## src/rtl/block_renderer_pkg.sv

```systemverilog
// Shared definitions for the block renderer: screen resolutions,
// command opcodes and the commit state machine encoding.
package block_renderer_pkg;

   // Visible area sizes for the two supported video modes
   localparam int H_RES_640 = 640;
   localparam int V_RES_480 = 480;
   localparam int H_RES_800 = 800;
   localparam int V_RES_600 = 600;

   // Command opcodes delivered by the keyboard decoder; 5..7 do nothing
   localparam logic [2:0] OP_UP     = 3'd0;
   localparam logic [2:0] OP_DOWN   = 3'd1;
   localparam logic [2:0] OP_LEFT   = 3'd2;
   localparam logic [2:0] OP_RIGHT  = 3'd3;
   localparam logic [2:0] OP_SETCOL = 3'd4;

   // Commit FSM: wait for a frame, clamp every block, then apply one command
   typedef enum logic [1:0] {
      ST_IDLE,
      ST_SWEEP,
      ST_APPLY
   } state_t;

endpackage

```

## src/rtl/block_hit.sv

```systemverilog
// Per-block rectangle comparator. Left/top edges are inclusive and
// right/bottom edges exclusive; sums are widened by one bit so a block
// near the top of the coordinate range cannot wrap.
module block_hit #(
   parameter int COORD_W = 11,
   parameter int BLK_W   = 64,
   parameter int BLK_H   = 48
) (
   input  logic [COORD_W-1:0] i_xpos,
   input  logic [COORD_W-1:0] i_ypos,
   input  logic [COORD_W-1:0] i_blkX,
   input  logic [COORD_W-1:0] i_blkY,
   output logic               o_hit
);

   localparam int EW = COORD_W + 1;

   logic [EW-1:0] w_xEnd;
   logic [EW-1:0] w_yEnd;

   assign w_xEnd = {1'b0, i_blkX} + EW'(BLK_W);
   assign w_yEnd = {1'b0, i_blkY} + EW'(BLK_H);

   assign o_hit = (i_xpos >= i_blkX) && ({1'b0, i_xpos} < w_xEnd) &&
                  (i_ypos >= i_blkY) && ({1'b0, i_ypos} < w_yEnd);

endmodule

```

## src/rtl/block_renderer.sv

```systemverilog
// Multi-rectangle renderer. Holds NUM_BLOCKS movable coloured blocks,
// buffers one command at a time, and only touches block positions in the
// short SWEEP/APPLY window that starts at frame_start, so a frame never
// shows a half-moved block.
module block_renderer
   import block_renderer_pkg::*;
#(
   parameter int NUM_BLOCKS = 4,
   parameter int COLOR_W    = 4,
   parameter int COORD_W    = 11,
   parameter int BLK_W      = 64,
   parameter int BLK_H      = 48,
   parameter int STEP       = 8,
   parameter int SEL_W      = (NUM_BLOCKS > 1) ? $clog2(NUM_BLOCKS) : 1
) (
   input  logic                   clk,
   input  logic                   rst,
   input  logic                   mode,
   input  logic                   frame_start,
   input  logic [COORD_W-1:0]     xpos,
   input  logic [COORD_W-1:0]     ypos,
   input  logic                   disp_active,
   input  logic                   cmd_valid,
   output logic                   cmd_ready,
   input  logic [SEL_W-1:0]       cmd_sel,
   input  logic [2:0]             cmd_op,
   input  logic [3*COLOR_W-1:0]   cmd_color,
   output logic [COLOR_W-1:0]     R,
   output logic [COLOR_W-1:0]     G,
   output logic [COLOR_W-1:0]     B
);

   localparam int CW = 3 * COLOR_W;
   localparam int EW = COORD_W + 1;

   logic [COORD_W-1:0] r_x   [NUM_BLOCKS];
   logic [COORD_W-1:0] r_y   [NUM_BLOCKS];
   logic [CW-1:0]      r_col [NUM_BLOCKS];

   state_t             r_state;
   logic [SEL_W-1:0]   r_idx;
   logic               r_held;
   logic               r_armed;
   logic [SEL_W-1:0]   r_cmdSel;
   logic [2:0]         r_cmdOp;
   logic [CW-1:0]      r_cmdColor;
   logic [COORD_W-1:0] r_hres;
   logic [COORD_W-1:0] r_vres;
   logic [CW-1:0]      r_pix;

   logic [COORD_W-1:0]    w_limX;
   logic [COORD_W-1:0]    w_limY;
   logic                  w_selValid;
   logic [COORD_W-1:0]    w_curX;
   logic [COORD_W-1:0]    w_curY;
   logic [COORD_W-1:0]    w_newX;
   logic [COORD_W-1:0]    w_newY;
   logic [NUM_BLOCKS-1:0] w_hit;
   logic [CW-1:0]         w_pixNext;

   // Step toward zero, stopping at zero instead of wrapping
   function automatic logic [COORD_W-1:0] decStep(input logic [COORD_W-1:0] c);
      logic [EW-1:0] e;
      e = {1'b0, c};
      if (e < EW'(STEP)) decStep = '0;
      else               decStep = COORD_W'(e - EW'(STEP));
   endfunction

   // Step away from zero, stopping at the edge limit for the active mode
   function automatic logic [COORD_W-1:0] incStep(input logic [COORD_W-1:0] c,
                                                  input logic [COORD_W-1:0] lim);
      logic [EW-1:0] e;
      e = {1'b0, c} + EW'(STEP);
      if (e > {1'b0, lim}) incStep = lim;
      else                 incStep = e[COORD_W-1:0];
   endfunction

   assign w_limX     = r_hres - COORD_W'(BLK_W);
   assign w_limY     = r_vres - COORD_W'(BLK_H);
   assign w_selValid = (32'(r_cmdSel) < NUM_BLOCKS);
   assign w_curX     = r_x[r_cmdSel];
   assign w_curY     = r_y[r_cmdSel];
   assign cmd_ready  = ~r_held;

   // Position the held command would produce for its target block
   always_comb begin
      w_newX = w_curX;
      w_newY = w_curY;
      case (r_cmdOp)
         OP_UP:    w_newY = decStep(w_curY);
         OP_DOWN:  w_newY = incStep(w_curY, w_limY);
         OP_LEFT:  w_newX = decStep(w_curX);
         OP_RIGHT: w_newX = incStep(w_curX, w_limX);
         default:  ;
      endcase
   end

   // Commit FSM plus block register file; the armed flag snapshots whether a
   // command was already waiting when the frame began, so a command that
   // arrives with frame_start waits for the next frame
   always_ff @(posedge clk) begin
      if (!rst) begin
         for (int k = 0; k < NUM_BLOCKS; k++) begin
            r_x[k]   <= COORD_W'(k * (BLK_W + 16));
            r_y[k]   <= '0;
            r_col[k] <= {{COLOR_W{1'b1}}, COLOR_W'(k), ~COLOR_W'(k)};
         end
         r_state    <= ST_IDLE;
         r_idx      <= '0;
         r_held     <= 1'b0;
         r_armed    <= 1'b0;
         r_cmdSel   <= '0;
         r_cmdOp    <= 3'd7;
         r_cmdColor <= '0;
         r_hres     <= COORD_W'(H_RES_640);
         r_vres     <= COORD_W'(V_RES_480);
      end else begin
         if (cmd_valid && !r_held) begin
            r_held     <= 1'b1;
            r_cmdSel   <= cmd_sel;
            r_cmdOp    <= cmd_op;
            r_cmdColor <= cmd_color;
         end
         case (r_state)
            ST_IDLE: begin
               if (frame_start) begin
                  r_state <= ST_SWEEP;
                  r_idx   <= '0;
                  r_armed <= r_held;
                  r_hres  <= mode ? COORD_W'(H_RES_800) : COORD_W'(H_RES_640);
                  r_vres  <= mode ? COORD_W'(V_RES_600) : COORD_W'(V_RES_480);
               end
            end
            ST_SWEEP: begin
               if (r_x[r_idx] > w_limX) r_x[r_idx] <= w_limX;
               if (r_y[r_idx] > w_limY) r_y[r_idx] <= w_limY;
               if (r_idx == SEL_W'(NUM_BLOCKS - 1)) begin
                  r_state <= r_armed ? ST_APPLY : ST_IDLE;
               end else begin
                  r_idx <= r_idx + SEL_W'(1);
               end
            end
            ST_APPLY: begin
               if (w_selValid) begin
                  r_x[r_cmdSel] <= w_newX;
                  r_y[r_cmdSel] <= w_newY;
                  if (r_cmdOp == OP_SETCOL) r_col[r_cmdSel] <= r_cmdColor;
               end
               r_held  <= 1'b0;
               r_armed <= 1'b0;
               r_state <= ST_IDLE;
            end
            default: r_state <= ST_IDLE;
         endcase
      end
   end

   for (genvar g = 0; g < NUM_BLOCKS; g++) begin : g_hit
      block_hit #(
         .COORD_W (COORD_W),
         .BLK_W   (BLK_W),
         .BLK_H   (BLK_H)
      ) u_hit (
         .i_xpos (xpos),
         .i_ypos (ypos),
         .i_blkX (r_x[g]),
         .i_blkY (r_y[g]),
         .o_hit  (w_hit[g])
      );
   end

   // Priority mux: scanning from the top index down lets the lowest hit win
   always_comb begin
      w_pixNext = '0;
      for (int k = NUM_BLOCKS - 1; k >= 0; k--) begin
         if (w_hit[k]) w_pixNext = r_col[k];
      end
      if (!disp_active) w_pixNext = '0;
   end

   // Register the pixel colour so R/G/B trail the coordinate by one clock
   always_ff @(posedge clk) begin
      if (!rst) r_pix <= '0;
      else      r_pix <= w_pixNext;
   end

   assign R = r_pix[CW-1 -: COLOR_W];
   assign G = r_pix[2*COLOR_W-1 -: COLOR_W];
   assign B = r_pix[COLOR_W-1 -: COLOR_W];

endmodule
```

## config.mk

```make
export PLATFORM = sky130hd
export DESIGN_NAME = block_renderer
export DESIGN_NICKNAME = d
export VERILOG_FILES = /design/src/rtl/block_renderer_pkg.sv /design/src/rtl/block_hit.sv /design/src/rtl/block_renderer.sv
export SDC_FILE = /design/constraint.sdc
export NUM_CORES = 1
export LEC_CHECK = 0
export CORE_MARGIN = 2
export CORE_UTILIZATION = 55
export DETAILED_ROUTE_END_ITERATION = 16
export GPL_TIMING_DRIVEN = 0
export HOLD_SLACK_MARGIN = 0.02
export PLACE_DENSITY = 0.83
export SKIP_CTS_REPAIR_TIMING = 1
export SLEW_MARGIN = 20
export SYNTH_ARGS = -nofsm -noshare
export SYNTH_HDL_FRONTEND = slang
export SYNTH_HIERARCHICAL = 1
export SYNTH_SLANG_ARGS = --single-unit
```

## constraint.sdc

```tcl
create_clock -name clk -period 5.6 [get_ports clk]
set_input_delay 1.12 -clock clk [delete_from_list [all_inputs] [get_ports clk]]
set_output_delay 1.12 -clock clk [all_outputs]
set_load 0.01 [all_outputs]
```

# After elaboration in Yosys (flattened, before gate mapping)
# Memory sizes are Yosys's and may differ from the RTL's. A register that Yosys moved wholly into a read port is not among the register bits.
# Index checks and enable logic that the tools add are counted.
# W data, S select, Z words.
[op_classes] n_addsub=15 order_cmp=22 eq_ne=10 muxes=60 bitwise=2 n_reduce_logical=29
[op_table] op="$lt A11 B12 Y1" count=8
[op_table] op="$ge A11 B11 Y1" count=8
[op_table] op="$mux W11" count=8
[op_table] op="$mux W12" count=5
[op_table] op="$add A11 B6 Y12 const B" count=4
[op_table] op="$add A11 B7 Y12 const B" count=4
[op_table] op="$pmux W11 S2" count=2
[op_table] op="$reduce_or A11 Y1" count=4
[op_table] op="$mux W2" count=18
[op_table] op="$add A11 B4 Y12 const B" count=2
[op_table] op="$gt A12 B11 Y1" count=2
[op_table] op="$gt A11 B11 Y1" count=2
[op_table] op="$lt A11 B4 Y1 const B" count=2
[op_table] op="$mux W1" count=22
[op_table] op="$sub A11 B4 Y11 const B" count=2
[op_table] op="$logic_and A1 B1 Y1" count=13
[op_table] op="$reduce_or A12 Y1" count=1
[op_table] op="$sub A11 B6 Y11 const B" count=1
[op_table] op="$sub A11 B7 Y11 const B" count=1
[op_table] op="$mux W10" count=1
[op_table] op="$mux W9" count=1
[op_table] op="$pmux W2 S2" count=2
[op_table] op="$reduce_and A2 Y1" count=4
[op_table] op="$eq A3 B2 Y1 const B" count=2
[op_table] op="other kinds (14)" count=19
[word_totals] ff_bits=57 mem_bits_rw=136 inputBits=45 out_inout_bits=13 word_cells=151 mem_count=3
[memory_table] memory="r_col" words=4 width=12 rd=4 rd_clocked_by_memory_dff=0 write_ports=4 line="block_renderer.sv:38" rtl="logic [CW-1:0] r_col [NUM_BLOCKS];"
[memory_table] memory="r_x" words=4 width=11 rd=6 rd_clocked_by_memory_dff=2 write_ports=4 line="block_renderer.sv:36" rtl="logic [COORD_W-1:0] r_x [NUM_BLOCKS];"
[memory_table] memory="r_y" words=4 width=11 rd=6 rd_clocked_by_memory_dff=2 write_ports=4 line="block_renderer.sv:37" rtl="logic [COORD_W-1:0] r_y [NUM_BLOCKS];"

# Longest topological paths before layout
# An unclocked memory read counts as a cell.
[depth] ltp_word=10 mapped_depth=18

# By module
# The synthesis kept the hierarchy.
[by_module_without_submodules] module="block_renderer" instances=1 cells_per_inst=886 area_each_um2=9643.0 seq_area_each_um2=4904.7
[by_module_without_submodules] module="block_hit" instances=4 cells_per_inst=131 area_each_um2=1023.5 seq_area_each_um2=0.0

# Least setup slack after synthesis
# OpenSTA, ideal clock, no wires.
[synth_path] path_type="reg-to-reg" startpoint="register (tool-made name)" endpoint="memory r_y[3][0] (enable)" arrival_ns=3.952 t_required_ns=5.207 slack_ns=1.255 path_stages_with_launch=11 n_path_buf=2 period_less_slack_ns=4.345 path_cell_list="dfxtp_1 clkbuf_1 buf_1 mux4_2 ha_1 nand3_1 o21bai_1 a31oi_1 o31ai_1 nor3_1 nor3_1"
[synth_rtl] item="end: declaration" line="block_renderer.sv:37"

==> metrics.log <==
[metrics] total routing resource utilization after global routing: 28.7%
[metrics] Worst Setup Start Kind: register
[metrics] starting utilization of the core area: a little under three fifths
[metrics] clock slew at reported path FFs: roughly 0.07 ns
[metrics] Final HPWL DP: between 20000 and 30000 um
[metrics] routability congestion estimate from global placement: slightly below 1
[metrics] number of nets produced by synthesis: 1628
[metrics] clock period minus final worst setup slack: ~5.2 ns
[metrics] normalized max-slew margin: 39.7%
[metrics] routed via count divided by cell count: ~6.3
[metrics] R2R setup slack: 0.38 ns
[metrics] portion of the post-synthesis area used by sequential elements: 35.7%
[metrics] total length of routed wires: 37100 um
[metrics] WHS: 0.473 ns
[metrics] number of max-cap violations: 0
[metrics] Hold Path Depth: 1
[metrics] proportion of layout cells with a drive suffix above 1: between 8 and 9%
[metrics] r2r worst-path depth: 12
[metrics] category of the most critical setup path: reg2reg
[metrics] flip-flop and latch count after synthesis: approximately 180
[metrics] first-pass GRT wire length: roughly 59000 um
[metrics] net count of the finished layout: ~1700
[metrics] number of port buffers: 57
[metrics] distinct cell type count after synthesis: 82
[metrics] maximum buffer depth of the clock tree: 2
[metrics] number of top-level pins: just under 60
[metrics] Max IR drop VDD: about 0.17 mV
[metrics] Critical Path Most Common Cell: sky130_fd_sc_hd__clkbuf_1
[metrics] post-route design area: between 0.015 and 0.02 mm^2
[metrics] share of async-settable or async-resettable flops after synthesis: 0%
[metrics] Max Slew Vio Count: 0
[metrics] power per unit of standard cell area: between 200 and 250 mW/mm^2
[metrics] post-synthesis area per instance: slightly below 10 um^2
[metrics] number of search-and-repair iterations in the first detailed-routing pass: 6
[metrics] maximum number of pins on one net before global-route repair: 19
[metrics] worst hold start: r_armed
[metrics] worst hold-check path type: reg2reg
[metrics] highest clock rate: about 0.19 GHz
[metrics] TritonCTS clock tree: yes
[metrics] Largest stage delay, worst path: ~0.57 ns
[metrics] area of the mapped netlist: about 0.014 mm^2
[metrics] residual overflow from global routing: 0
[metrics] setup repair after global routing missed its margin: no
[metrics] diode insertion count for antenna repair: 0
[metrics] number of enable-type register cells in the synthesized netlist: ~140
[metrics] die width: approximately 160 um
[metrics] TritonCTS Sinks: between 150 and 200
[metrics] drt drc: 0
[metrics] antenna viol nets, final: 0
[metrics] source-to-sink clock delay at the later pin of the worst-skew pair: around 0.45 ns
[metrics] leading cell types in the layout, fill and taps excluded: sky130_fd_sc_hd__ha_1, sky130_fd_sc_hd__nor2_1, sky130_fd_sc_hd__edfxtp_1, sky130_fd_sc_hd__inv_1, sky130_fd_sc_hd__nand2_1
[metrics] Clock H-tree levels: 4
[metrics] number of global-route vias before repair: 11400
[metrics] row cnt: between 50 and 60
[metrics] cells after synthesis: about 1400
[metrics] detailed-route wire length per cell: 20.3 um
[metrics] setup violation total in the final timing report: 0
[metrics] 1st-iter DRT viols: about 1100
[metrics] arrival time worst endpoint: about 5.3 ns
[metrics] capture point of the worst reg-to-reg path: r_x[0][3]
[metrics] Crit Path Max Fanout: 11
[metrics] Hold EP: r_state[1]
[metrics] Hold Fails Final Rpt: 0
[metrics] portion of the clock cycle consumed by the worst path in the final layout: ~93%
[metrics] setup clock skew after layout: ~0.015 ns
[metrics] cell area after placement: 0.0148 mm^2
[metrics] LEAKAGE: just over 6 nW
[metrics] initial antenna violation count: 0
[metrics] YS warnings: 6
[metrics] transition at the pin with the smallest max-transition slack: 0.897 ns
[metrics] Core Footprint: between 0.02 and 0.025 mm^2
[metrics] Max stage delay cell, worst path: sky130_fd_sc_hd__mux4_2
[metrics] required time of the critical path: about 5.7 ns
[metrics] total area of multi-input combinational cells: between 0.008 and 0.009 mm^2
[metrics] Setup TNS: 0 ns
[metrics] kind of capture point of the worst setup path: register
[metrics] cells along the critical path: clkbuf_1 -> clkbuf_2 -> mux4_2 -> ha_1 -> o211ai_1 -> nor2_1 -> a221oi_1 -> a31oi_1 -> o21ai_2 -> o32a_1 -> clkbuf_1 -> nand2_1
[metrics] prevailing post-synth register cell: sky130_fd_sc_hd__edfxtp_1
[metrics] Num CTS Buffers: 17
[metrics] synthesis-to-finish area growth: 11.7%
[metrics] most common library cell in the layout ignoring fill and taps: sky130_fd_sc_hd__ha_1
[metrics] sequential cell area: 0.00490 mm^2
[metrics] run status: complete, no violations
[metrics] fillcell total: around 2000
[metrics] die area: ~0.026 mm^2
[metrics] Vert. Die Dim: approximately 160 um
[metrics] Vias: around 12000
[metrics] CTS Root Cell: sky130_fd_sc_hd__clkbuf_16
==> report_power, final <==
part / leakage, nW / internal, mW / total [mW] / switching (mW)
clock: 0.287 / 0.602 / 1.16 / 0.559
combinational: 4.16 / 0.355 / 0.834 / 0.479
sequential: 1.61 / 1.47 / 1.54 / 0.0706
==> flip-flops by register name, summed over array words and instances, names as in the netlist, named ones only <==
name / flops
r_cmdOp: 3
r_pix: 12
r_cmdColor: 12
r_state: 2
r_x: 44
r_cmdSel: 2
r_idx: 2
r_col: 48
r_armed: 1
r_y: 44
r_held: 1
r_vres: 2
==> worst max-delay path by stage <==
stage               startpoint        end  cells past startpoint
finish                register  r_x[0][3]                     12
global route          register  r_x[0][3]                     12
CTS                   register  r_y[0][1]                     11
detailed placement    register  r_y[0][2]                     11
global placement      register  r_y[3][1]                     10
floorplan             register  r_y[3][0]                     10
==> critical path, delay by kind of cell, from the launching register on <==
kind,cells,cell delay (ns)
multiplexers,1,0.57
AO/OA/AOI/OAI,5,1.47
AND/OR/NAND/NOR,2,0.56
buffers and inverters,3,1.51
flip-flops,1,0.36
adder cells (fa/ha/maj),1,0.34
==> metrics by stage <==
step                      total power, mW  worst slack, ns  utilization (%)  instances
after floorplan                      2.10             1.25                -       1410
after global placement               2.34           -0.173             60.3       1791
after detailed placement             2.38          -0.0444             60.5       1794
after CTS                            3.52          -0.0244             62.9       1826
after global routing                 3.68            0.136             62.9       1826
final                                3.53            0.384             62.9       1826
==> synthesized netlist by cell type, types with 6 or more instances <==
master                      count  area, um^2
sky130_fd_sc_hd__nor3_1        20         100
sky130_fd_sc_hd__nor2b_1       28         175
sky130_fd_sc_hd__a31oi_1       15        93.8
sky130_fd_sc_hd__a22oi_1       13        97.6
sky130_fd_sc_hd__o21ai_0       44         220
sky130_fd_sc_hd__ha_1         173        2160
sky130_fd_sc_hd__nand3_1       42         210
sky130_fd_sc_hd__xor2_1         8        70.1
sky130_fd_sc_hd__mux4_2        32         721
sky130_fd_sc_hd__and4_1         7        61.3
sky130_fd_sc_hd__xnor2_1       36         315
sky130_fd_sc_hd__and2_1        19         119
sky130_fd_sc_hd__o22ai_1        7        43.8
sky130_fd_sc_hd__nand4_1       10        62.6
sky130_fd_sc_hd__o211ai_1      15         113
sky130_fd_sc_hd__nor4_1        10        62.6
sky130_fd_sc_hd__clkbuf_1      38         143
sky130_fd_sc_hd__a21oi_1       76         380
sky130_fd_sc_hd__a211oi_1      18         135
sky130_fd_sc_hd__and3_1         7        43.8
sky130_fd_sc_hd__inv_1        129         484
sky130_fd_sc_hd__edfxtp_1     136        4080
sky130_fd_sc_hd__a221oi_2       6        90.1
sky130_fd_sc_hd__nand2_1       98         368
sky130_fd_sc_hd__nor3b_1        6        45.0
sky130_fd_sc_hd__a21o_1        31         233
sky130_fd_sc_hd__nand2b_1      39         244
sky130_fd_sc_hd__o21bai_1      11        82.6
sky130_fd_sc_hd__a21boi_0      17         128
sky130_fd_sc_hd__nor2_1       141         529
sky130_fd_sc_hd__or3_1         14        87.6
sky130_fd_sc_hd__o2111ai_1      9        78.8
sky130_fd_sc_hd__dfxtp_1       41         821
==> routing by layer <==
metal / vias up / global-route usage, % / wire length, um
li1: 5376 / - / -
met1: 5507 / 35.6 / 14400
met2: 549 / 49.3 / 18000
met3: 93 / 5.92 / 3430
met4: 0 / 11.2 / 1240
met5: - / 0 / 0
==> cells by family after synthesis <==
group           count (synthesis)  synth area share [%]
simple gates                  464                  16.8
buf+inv                       179                  5.24
xor+xnor                       44                  2.81
fa+ha+maj                     173                  15.8
compound gates                327                  16.8
mux                            46                  6.90
flops                         177                  35.7
==> cell type report <==
class | count | area share [%]
Multi-Input combinational cell | 1054 | 53.1
Tap cell | 324 | 2.64
Clock buffer | 18 | 2.86
Sequential cell | 177 | 32.0
Buffer | 50 | 1.54
Timing Repair Buffer | 60 | 3.86
Clock inverter | 14 | 0.913
Inverter | 129 | 3.16
(Power assumes the default switching activity.)
